**src/rtl/an29_pkg.sv**
```systemverilog
// Shared constants, status encoding and syndrome-entry type for the A=29 AN-code
// corrector. Used by an29_syndrome_lut and an_corrector_n29.
package an29_pkg;
   localparam int A      = 29;
   localparam int CW_W   = 14;
   localparam int DATA_W = 10;
   localparam int R_W    = 5;
   localparam int BP_W   = 4;
   localparam int MAX_CW = 16383;

   typedef enum logic [1:0] {
      CLEAN     = 2'b00,
      CORRECTED = 2'b01,
      UNCORR    = 2'b10
   } status_e;

   typedef struct packed {
      logic              valid;
      logic              sign;
      logic [BP_W-1:0]   bitpos;
      logic [DATA_W-1:0] k;
   } syn_entry_t;
endpackage

```
**src/rtl/an29_syndrome_lut.sv**
```systemverilog
// Combinational map from a nonzero residue to the single-bit error +/-2^i that
// produces it, plus k = floor(2^i/29) for the quotient fix-up.
module an29_syndrome_lut
   import an29_pkg::*;
(
   input  logic [R_W-1:0] r_i,
   output syn_entry_t     entry_o
);

   function automatic syn_entry_t ent(input logic s, input logic [BP_W-1:0] b,
                                      input logic [DATA_W-1:0] kv);
      syn_entry_t e;
      e.valid  = 1'b1;
      e.sign   = s;
      e.bitpos = b;
      e.k      = kv;
      return e;
   endfunction

   // r = 2^i mod 29 means received = original + 2^i; r = 29 - that means original - 2^i
   always_comb begin
      entry_o = '0;
      case (r_i)
         5'd1:  entry_o = ent(1'b1, 4'd0,  10'd0);
         5'd28: entry_o = ent(1'b0, 4'd0,  10'd0);
         5'd2:  entry_o = ent(1'b1, 4'd1,  10'd0);
         5'd27: entry_o = ent(1'b0, 4'd1,  10'd0);
         5'd4:  entry_o = ent(1'b1, 4'd2,  10'd0);
         5'd25: entry_o = ent(1'b0, 4'd2,  10'd0);
         5'd8:  entry_o = ent(1'b1, 4'd3,  10'd0);
         5'd21: entry_o = ent(1'b0, 4'd3,  10'd0);
         5'd16: entry_o = ent(1'b1, 4'd4,  10'd0);
         5'd13: entry_o = ent(1'b0, 4'd4,  10'd0);
         5'd3:  entry_o = ent(1'b1, 4'd5,  10'd1);
         5'd26: entry_o = ent(1'b0, 4'd5,  10'd1);
         5'd6:  entry_o = ent(1'b1, 4'd6,  10'd2);
         5'd23: entry_o = ent(1'b0, 4'd6,  10'd2);
         5'd12: entry_o = ent(1'b1, 4'd7,  10'd4);
         5'd17: entry_o = ent(1'b0, 4'd7,  10'd4);
         5'd24: entry_o = ent(1'b1, 4'd8,  10'd8);
         5'd5:  entry_o = ent(1'b0, 4'd8,  10'd8);
         5'd19: entry_o = ent(1'b1, 4'd9,  10'd17);
         5'd10: entry_o = ent(1'b0, 4'd9,  10'd17);
         5'd9:  entry_o = ent(1'b1, 4'd10, 10'd35);
         5'd20: entry_o = ent(1'b0, 4'd10, 10'd35);
         5'd18: entry_o = ent(1'b1, 4'd11, 10'd70);
         5'd11: entry_o = ent(1'b0, 4'd11, 10'd70);
         5'd7:  entry_o = ent(1'b1, 4'd12, 10'd141);
         5'd22: entry_o = ent(1'b0, 4'd12, 10'd141);
         5'd14: entry_o = ent(1'b1, 4'd13, 10'd282);
         5'd15: entry_o = ent(1'b0, 4'd13, 10'd282);
         default: entry_o = '0;
      endcase
   end

endmodule

```
**src/rtl/an_corrector_n29.sv**
```systemverilog
// Two-stage valid/ready single-error corrector for the A=29 AN code.
// Optional saturating statistics counters are enabled by AN_CORR_STATS_EN.
module an_corrector_n29
   import an29_pkg::*;
#(
   parameter int CNT_W = 16
)(
   input  logic              clk,
   input  logic              rst,
   input  logic              in_valid,
   output logic              in_ready,
   input  logic [9:0]        in_q,
   input  logic [4:0]        in_r,
   input  logic              in_error,
   input  logic [13:0]       in_receive,
   output logic              out_valid,
   input  logic              out_ready,
   output logic [9:0]        out_data,
   output logic [13:0]       out_codeword,
   output logic [1:0]        out_status,
   output logic [3:0]        out_bitpos,
   output logic              out_sign,
   input  logic              cnt_clr,
   output logic [CNT_W-1:0]  cnt_corrected,
   output logic [CNT_W-1:0]  cnt_uncorr
);

   localparam int EXT_W = CW_W + 2;
   localparam logic signed [EXT_W-1:0] MAX_EXT = EXT_W'(MAX_CW);

   function automatic logic cw_fits(input logic signed [EXT_W-1:0] x);
      return !x[EXT_W-1] && (x <= MAX_EXT);
   endfunction

   syn_entry_t          ent_d;
   logic                vld_p1_q;
   logic [DATA_W-1:0]   quo_p1_q;
   logic [R_W-1:0]      res_p1_q;
   logic                err_p1_q;
   logic [CW_W-1:0]     rcv_p1_q;
   syn_entry_t          ent_p1_q;

   logic                out_valid_q;
   logic [DATA_W-1:0]   data_p2_q,   data_p2_d;
   logic [CW_W-1:0]     cw_p2_q,     cw_p2_d;
   status_e             status_p2_q, status_p2_d;
   logic [BP_W-1:0]     bp_p2_q,     bp_p2_d;
   logic                sign_p2_q,   sign_p2_d;

   logic                s2_load;
   logic signed [EXT_W-1:0] rcv_ext, pow_ext, cw_ext;

   assign s2_load  = vld_p1_q & (!out_valid_q | out_ready);
   assign in_ready = !vld_p1_q | s2_load;

   // ---- stage 1: syndrome lookup, register lookup result with the word ----
   an29_syndrome_lut u_lut (
      .r_i     (in_r),
      .entry_o (ent_d)
   );

   always_ff @(posedge clk) begin
      if (rst)
         vld_p1_q <= 1'b0;
      else if (in_ready)
         vld_p1_q <= in_valid;
   end

   always_ff @(posedge clk) begin
      if (in_ready & in_valid) begin
         quo_p1_q <= in_q;
         res_p1_q <= in_r;
         err_p1_q <= in_error;
         rcv_p1_q <= in_receive;
         ent_p1_q <= ent_d;
      end
   end

   // ---- stage 2: apply correction, range-check, classify ----
   // One bit wider than the 15-bit signed range so a +2^13 overshoot cannot wrap.
   assign rcv_ext = {2'b00, rcv_p1_q};
   assign pow_ext = {{(EXT_W-1){1'b0}}, 1'b1} << ent_p1_q.bitpos;
   assign cw_ext  = ent_p1_q.sign ? (rcv_ext - pow_ext) : (rcv_ext + pow_ext);

   always_comb begin
      data_p2_d   = quo_p1_q;
      cw_p2_d     = rcv_p1_q;
      status_p2_d = UNCORR;
      bp_p2_d     = '0;
      sign_p2_d   = 1'b0;
      if (err_p1_q == (res_p1_q != '0)) begin
         if (res_p1_q == '0) begin
            status_p2_d = CLEAN;
         end else if (ent_p1_q.valid && cw_fits(cw_ext)) begin
            status_p2_d = CORRECTED;
            cw_p2_d     = cw_ext[CW_W-1:0];
            data_p2_d   = ent_p1_q.sign ? (quo_p1_q - ent_p1_q.k)
                                        : (quo_p1_q + ent_p1_q.k + DATA_W'(1));
            bp_p2_d     = ent_p1_q.bitpos;
            sign_p2_d   = ent_p1_q.sign;
         end
      end
   end

   always_ff @(posedge clk) begin
      if (rst) begin
         out_valid_q <= 1'b0;
         data_p2_q   <= '0;
         cw_p2_q     <= '0;
         status_p2_q <= CLEAN;
         bp_p2_q     <= '0;
         sign_p2_q   <= 1'b0;
      end else begin
         if (s2_load)
            out_valid_q <= 1'b1;
         else if (out_ready)
            out_valid_q <= 1'b0;
         if (s2_load) begin
            data_p2_q   <= data_p2_d;
            cw_p2_q     <= cw_p2_d;
            status_p2_q <= status_p2_d;
            bp_p2_q     <= bp_p2_d;
            sign_p2_q   <= sign_p2_d;
         end
      end
   end

   assign out_valid    = out_valid_q;
   assign out_data     = data_p2_q;
   assign out_codeword = cw_p2_q;
   assign out_status   = status_p2_q;
   assign out_bitpos   = bp_p2_q;
   assign out_sign     = sign_p2_q;

   // ---- statistics: count accepted results by status ----
`ifdef AN_CORR_STATS_EN
   function automatic logic [CNT_W-1:0] sat_inc(input logic [CNT_W-1:0] c);
      return (&c) ? c : c + 1'b1;
   endfunction

   logic [CNT_W-1:0] cnt_corr_q, cnt_unc_q;
   logic             accept;

   assign accept = out_valid_q & out_ready;

   always_ff @(posedge clk) begin
      if (rst || cnt_clr) begin
         cnt_corr_q <= '0;
         cnt_unc_q  <= '0;
      end else if (accept) begin
         if (status_p2_q == CORRECTED)
            cnt_corr_q <= sat_inc(cnt_corr_q);
         if (status_p2_q == UNCORR)
            cnt_unc_q  <= sat_inc(cnt_unc_q);
      end
   end

   assign cnt_corrected = cnt_corr_q;
   assign cnt_uncorr    = cnt_unc_q;
`else
   logic unused_cnt_clr;
   assign unused_cnt_clr = cnt_clr;
   assign cnt_corrected  = '0;
   assign cnt_uncorr     = '0;
`endif

endmodule

```
**config.mk**
```make
export PLATFORM = sky130hd
export DESIGN_NAME = an_corrector_n29
export DESIGN_NICKNAME = d
export VERILOG_FILES = /design/src/rtl/an29_pkg.sv /design/src/rtl/an29_syndrome_lut.sv /design/src/rtl/an_corrector_n29.sv
export SDC_FILE = /design/constraint.sdc
export NUM_CORES = 1
export LEC_CHECK = 0
export CAP_MARGIN = 20
export CORE_MARGIN = 2
export CORE_UTILIZATION = 50
export CTS_BUF_LIST = sky130_fd_sc_hd__clkbuf_8 sky130_fd_sc_hd__clkbuf_16
export CTS_CLUSTER_DIAMETER = 150
export CTS_CLUSTER_SIZE = 8
export DETAILED_ROUTE_END_ITERATION = 6
export PLACE_DENSITY = 0.77
export SLEW_MARGIN = 20
export SYNTH_ARGS = -nofsm -noshare
export SYNTH_HDL_FRONTEND = slang
export SYNTH_SLANG_ARGS = --single-unit
export TNS_END_PERCENT = 20
```
**constraint.sdc**
```tcl
create_clock -name clk -period 6.05 [get_ports clk]
set_input_delay 0.9075 -clock clk [delete_from_list [all_inputs] [get_ports clk]]
set_output_delay 0.9075 -clock clk [all_outputs]
set_load 0.01 [all_outputs]
```
Word-level counts from Yosys, hierarchy flattened
Memory sizes are Yosys's and may differ from the RTL's. A register that Yosys moved wholly into a read port is not among the register bits.
Cells that the tools add are included.
Word-level totals
  bits of input ports: 35
  flip-flop bits (word level): 73
  logic and storage cells: 52
  output and inout port bits: 65
  ROM bits: 480
  memories: 1
Cells by class
  reductions and logical operators: 8
  multiplexer cells: 19
  magnitude comparators: 1
  equal/unequal tests: 1
  bitwise gates (word level): 4
  add/subtract/negate cells: 5
  shifts and indexed selects: 1
Memory list
  (no name shown): depth 32, bits a word 15, read ports 1, clocked after memory_dff 1, wr ports 0, RTL line an29_syndrome_lut.sv:23  | case (r_i)
Operators with widths (count)
  14-bit 2-to-1 mux: 3
  10-bit 2-to-1 mux: 4
  15-bit by 16-bit adder with 16-bit output: 1
  16-bit by 15-bit <= comparator with 1-bit output (second input constant): 1
  16-bit 2-to-1 mux: 1
  1-bit by 4-bit << shifter with 16-bit output (first input constant): 1
  15-bit by 16-bit subtractor with 16-bit output: 1
  4-bit 2-to-1 mux: 3
  10-bit by 1-bit adder with 10-bit output (second input constant): 1
  10-bit adder: 1
  10-bit subtractor: 1
  2-bit 2-to-1 mux: 3
  5-bit zero test: 1
  1-bit 2-to-1 mux: 5
  5-bit nonzero test: 1
  1-bit zero test: 3
  1-bit bitwise AND: 2
  1-bit logical AND: 2
  1-bit bitwise OR: 2
  2-bit nonzero test: 1
  1-bit == test: 1

Depth between registers and ports, before layout
  word-level depth: 9
  mapped depth: 22
  depth with buffers taken out: 18

Modules after synthesis
From an unflattened synthesis, not the netlist that was laid out.
Second synthesis, totals
  cells, all modules: 635
  area total of the unflattened synthesis: 5765.5 um^2
Modules (own cells, without submodules)
  an_corrector_n29: times used 1, cells an instance 542, area each 5103.6 um^2, sequential area each 2042.0 um^2
  an29_syndrome_lut: times used 1, cells an instance 93, area each 661.9 um^2, sequential area each 0.0 um^2

Worst setup path after synthesis
No wires, ideal clock.
  kind: reg-to-reg
  from: register ent_p1_q[10] (netlist name)
  to: register data_p2_q[9] (netlist: out_data[9])
  data required time: 5959 ps
  library setup time: 91 ps
  stages on the path, launching flop included: 21
  period minus slack after synthesis: 4193 ps
  slack: 1857 ps
  buffers on the path: 2
  data arrival time: 4102 ps
  cells stage by stage: edfxtp_1 > clkbuf_1 > inv_1 > nor4_1 > inv_1 > ha_1 > clkbuf_1 > nor2_1 > nor3_1 > a21oi_1 > nor2_1 > a21oi_1 > ha_1 > or2_1 > a31oi_1 > a211oi_2 > and3_1 > a211o_1 > mux2_2 > or3_1 > a311oi_1
On the way
  longest elaborated chain between the ends: 9
  elaborated cells between the ends (all ways): 11
  classes of those cells: add/sub: 2; order compare: 1; shift: 1; mux: 4; reduce/logical: 3
RTL lines
  1-bit by 4-bit << shifter with 16-bit output (*): RTL line an_corrector_n29.sv:82  | assign pow_ext = {{(EXT_W-1){1'b0}}, 1'b1} << ent_p1_q.bitpos;
  15-bit by 16-bit adder with 16-bit output / 15-bit by 16-bit subtractor with 16-bit output (equally long branches): RTL line an_corrector_n29.sv:83  | assign cw_ext = ent_p1_q.sign ? (rcv_ext - pow_ext) : (rcv_ext + pow_ext);
  16-bit 2-to-1 mux (*): RTL line an_corrector_n29.sv:83
  16-bit by 15-bit <= comparator with 1-bit output / 1-bit zero test (equally long branches): RTL line an_corrector_n29.sv:32  | return !x[EXT_W-1] && (x <= MAX_EXT);
  1-bit logical AND (*): RTL line an_corrector_n29.sv:32
  1-bit logical AND (*): RTL line an_corrector_n29.sv:94  | end else if (ent_p1_q.valid && cw_fits(cw_ext)) begin
  10-bit 2-to-1 mux (*): RTL line an_corrector_n29.sv:94
  10-bit 2-to-1 mux (*): RTL line an_corrector_n29.sv:92  | if (res_p1_q == '0) begin
  10-bit 2-to-1 mux (*): RTL line an_corrector_n29.sv:91  | if (err_p1_q == (res_p1_q != '0)) begin
  end signal: assignment: RTL line an_corrector_n29.sv:119  | data_p2_q <= data_p2_d;
  end: declaration: RTL line an_corrector_n29.sv:44  | logic [DATA_W-1:0] data_p2_q, data_p2_d;
Every way passes the cells marked *; elsewhere a longest branch is shown, timed or not.
A chain may end at the register's enable or synchronous reset.

Final worst setup path
  from: register ent_p1_q[10] (netlist name)
  to: register cw_p2_q[1] (netlist: out_codeword[1])
On the way
  longest elaborated chain between the ends: 9
  elaborated cells between the ends (all ways): 11
  classes of those cells: add/sub: 2; order compare: 1; shift: 1; mux: 4; reduce/logical: 3
RTL lines
  1-bit by 4-bit << shifter with 16-bit output (*): RTL line an_corrector_n29.sv:82
  15-bit by 16-bit adder with 16-bit output / 15-bit by 16-bit subtractor with 16-bit output (equally long branches): RTL line an_corrector_n29.sv:83
  16-bit 2-to-1 mux (*): RTL line an_corrector_n29.sv:83
  16-bit by 15-bit <= comparator with 1-bit output / 1-bit zero test (equally long branches): RTL line an_corrector_n29.sv:32
  1-bit logical AND: RTL line an_corrector_n29.sv:32
  1-bit logical AND: RTL line an_corrector_n29.sv:94
  14-bit 2-to-1 mux (*): RTL line an_corrector_n29.sv:94
  14-bit 2-to-1 mux (*): RTL line an_corrector_n29.sv:92
  14-bit 2-to-1 mux (*): RTL line an_corrector_n29.sv:91
  end signal: assignment: RTL line an_corrector_n29.sv:120  | cw_p2_q <= cw_p2_d;
  end: declaration: RTL line an_corrector_n29.sv:45  | logic [CW_W-1:0] cw_p2_q, cw_p2_d;
Marked as above.

==> flow_summary_export.csv <==
group,metric,value,unit
run_status,outcome,"finished with violations",
run_status,violations,"DRC",
grt,grt_max_degree,47,
run,maxCapViolCount,0,
synth,synth_area_per_cell,8.79,um^2
grt,grt_pass1_wl,20400,um
sta,post-route-period-util,86.3,%
worst_setup_path,crit_top_cell,"a21oi_1",
worst_setup_path,crit_type,"register to register",
cts,post_cts_resized,0,
sta,slew_violations,0,
sta,period_needed,5.22,ns
synth,synthTopCellsByArea,"edfxtp_1, dfxtp_1, ha_1, a21oi_1, buf_4",
cts,cts_setup_buffers,0,
die,floorplan.initialDensity,50.8,%
die,top_level_ports,100,
worst_setup_path,reg2reg_from,"ent_p1_q[10]",
grt,grt.total_usage,21.8,%
place,dpl.hpwl,8710,um
die,chipWidth,108,um
die,rows,38,
cells_and_area,final_cell_mix,"clkdlybuf4s50_1, a21oi_1, nor2_1",
route,drt-total-wl,12400,um
cts,cts_root_buf,"clkbuf_8",
grt,grt_overflow,0,
cells_and_area,multiInputGateArea,3040,um^2
cts,cts_tree,"done",
route,via_per_inst,5.72,
cells_and_area,nets,737,
worst_setup_path,slowest_delay,0.74,ns
worst_setup_path,r2r-end,"out_codeword[1]",
worst_setup_path,ff2ff_path_depth,19,
cts,clk-insertion-delay-late,0.36,ns
cts,cts_max_path_buffers,2,
worst_setup_path,crit_slowest_cell,"edfxtp_1",
worst_setup_path,worstPathMaxFanout,41,
synth,synth_edf_count,45,
cells_and_area,fillers,916,
sta,fin_tns_setup,0,ns
hold_path,hold_start,"out_status[1]",
route,vias,4594,
sta,relSlewSlack,37.6,%
die,design.core.area,10700,um^2
sta,final-hold-violation-count,0,
sta,rsz0062_at_grt,"no",
synth,synth_top_flop_cell,"edfxtp_1",
hold_path,min_path_cells,2,
die,dieArea,11700,um^2
sta,tightest_slew,0.932,ns
sta,fmax,191,MHz
worst_setup_path,crit_chain,"inv_1, nor4_1, inv_1, ha_1, nor2_1, nor3_1, a21oi_1, nor2_1, a21oi_1, ha_1, or2_1, a31oi_1, a211oi_2, a21oi_1, a211o_1, mux2i_4, buf_4, nor4b_1, a311o_1",
worst_setup_path,endpoint,"out_codeword[1]",
worst_setup_path,end_kind,"register",
cells_and_area,area_growth_syn_to_layout,15.0,%
cells_and_area,drive_gt1_share,4.37,%
synth,synth_top_area_cell,"edfxtp_1",
place,gp_congestion,0.880,
cells_and_area,seq_area,2010,um^2
sta,setup_violations,0,
worst_setup_path,critical_path.startpoint,"ent_p1_q[10]",
cts,cts_sinks,78,
synth,netlist_instances,618,
cells_and_area,mostFrequentLayoutCell,"clkdlybuf4s50_1",
worst_setup_path,crit_arrival,5.53,ns
sta,finalClockSkew,0.0104,ns
synth,yosysWarnings,0,
route,drt_first_pass_iters,7,
cells_and_area,fin_util,58.4,%
synth,syn_area,5430,um^2
grt,grt_pass1_vias,4328,
synth,synthDistinctLibCells,62,
cts,hold_buffers,0,
cts,path_clk_slew,0.08,ns
pwr,pwr_density_cell,236,nW/um^2
hold_path,hp-class,"register to register",
worst_setup_path,critPathRequiredTime,6.36,ns
synth,ys_seq_area_share,37.1,%
pwr,p_leak,2.39,nW
synth,ys_ff_latch,78,
route,drt_iter0_markers,427,
route,drtAntennaViolNets,0,
worst_setup_path,r2r_setup_slack,0.83,ns
cts,htree_levels,3,
pwr,ir_worst_vdd,0.118,mV
cts,cts-buffers-inserted,9,
place,port_buffers,66,
cells_and_area,num_antenna_cells,0,
grt,antenna_found_initial,0,
synth,ys_async_sr_fraction,0,%
worst_setup_path,start_kind,"register",
synth,synth_top_area_share,24.9,%
die,fp.dieH,108,um
route,routedWlPerCell,15.4,um
route,drcViolationCount,1,
==> power breakdown <==
part,switching (W),total [W],leakage [nW],internal (W)
Clock,0.000194,0.000404,0.114,0.000210
Combinational,0.000244,0.000438,1.56,0.000194
Sequential,0.0000332,0.000632,0.713,0.000599
Total,0.000472,0.00147,2.39,0.00100
==> area by class of cell <==
class | count | area share (%)
clock buffers | 12 | 3.01
clock inverters | 4 | 0.421
inverters | 31 | 1.86
multi-input cells | 469 | 48.7
flip-flops and latches | 78 | 32.2
well taps | 140 | 2.81
repair buffers | 69 | 10.9
==> worst max-delay path: cells and delay by family, from the launching register on <==
family                     cells  cell delay [ns]
and+or+nand+nor                6             1.35
adders and majority gates      2             0.61
DFF                            1             0.74
AOI/OAI and AO/OA              7             1.65
muxes                          1             0.14
buffers and inverters          3             0.66
==> state kept, by name, summed over array words and instances (netlist names), 2 cells and up <==
register / flops
rcv_p1_q: 14
out_bitpos: 4
out_data: 10
quo_p1_q: 10
res_p1_q: 5
ent_p1_q: 15
out_status: 2
out_codeword: 14
==> synth_stat cells (5+ instances only) <==
master	number
inv_1	30
and3_1	7
nand2_1	44
nor2_1	51
nor4_1	5
o21ai_0	40
xnor2_1	13
dfxtp_1	33
mux2i_1	16
a21oi_1	54
nor2b_1	13
nor3_1	25
o21a_1	10
o22ai_1	5
nand3_1	15
nand4_1	5
edfxtp_1	45
a211oi_1	5
nor3b_1	5
ha_1	41
clkbuf_1	32
buf_4	34
a311oi_1	5
xor2_1	6
nand2b_1	5
==> how the worst min path moves through the flow <==
stage	to	slack (ns)
floorplan	out_status[1]	0.48
global placement	out_status[1]	0.44
detailed placement	out_status[1]	0.45
CTS	out_status[1]	0.46
global route	out_status[1]	0.50
finish	out_status[1]	0.46
==> stage by stage <==
| stage | setup slack (ns) | cells | instance area, um^2 | total power (W) | hold WS [ns] |
|---|---|---|---|---|---|
| CTS | 0.956 | 803 | 6240 | 0.00148 | 0.457 |
| detailed placement | 0.976 | 787 | 6020 | 0.00107 | 0.447 |
| finish | 0.827 | 803 | 6240 | 0.00147 | 0.455 |
| global placement | 1.15 | 787 | 6020 | 0.00106 | 0.440 |
| global route | 0.382 | 803 | 6240 | 0.00156 | 0.495 |
| floorplan | 1.86 | 649 | 5550 | 0.000963 | 0.476 |
==> logic make-up (layout without fill, tap and decap cells) <==
logic type	Yosys count	in the layout	share of synthesized area, %
adders and majority gates	44	44	10.6
muxes	18	18	3.36
and+or+nand+nor	188	188	16.6
buffers and inverters	102	116	9.45
AOI/OAI and AO/OA	168	168	19.8
other	1	32	0.0691
DFF	78	78	37.1
xor gates and xnor gates	19	19	3.06
==> metal layers <==
metal,vias up,GRT usage (%),part of all wire [%]
met2,164,35.5,47
met4,0,10.1,2.5
met1,2159,28.6,45
met3,29,3.32,5.8
li1,2242,-,-
met5,-,0,0
Power figures use the tool's default switching activity.
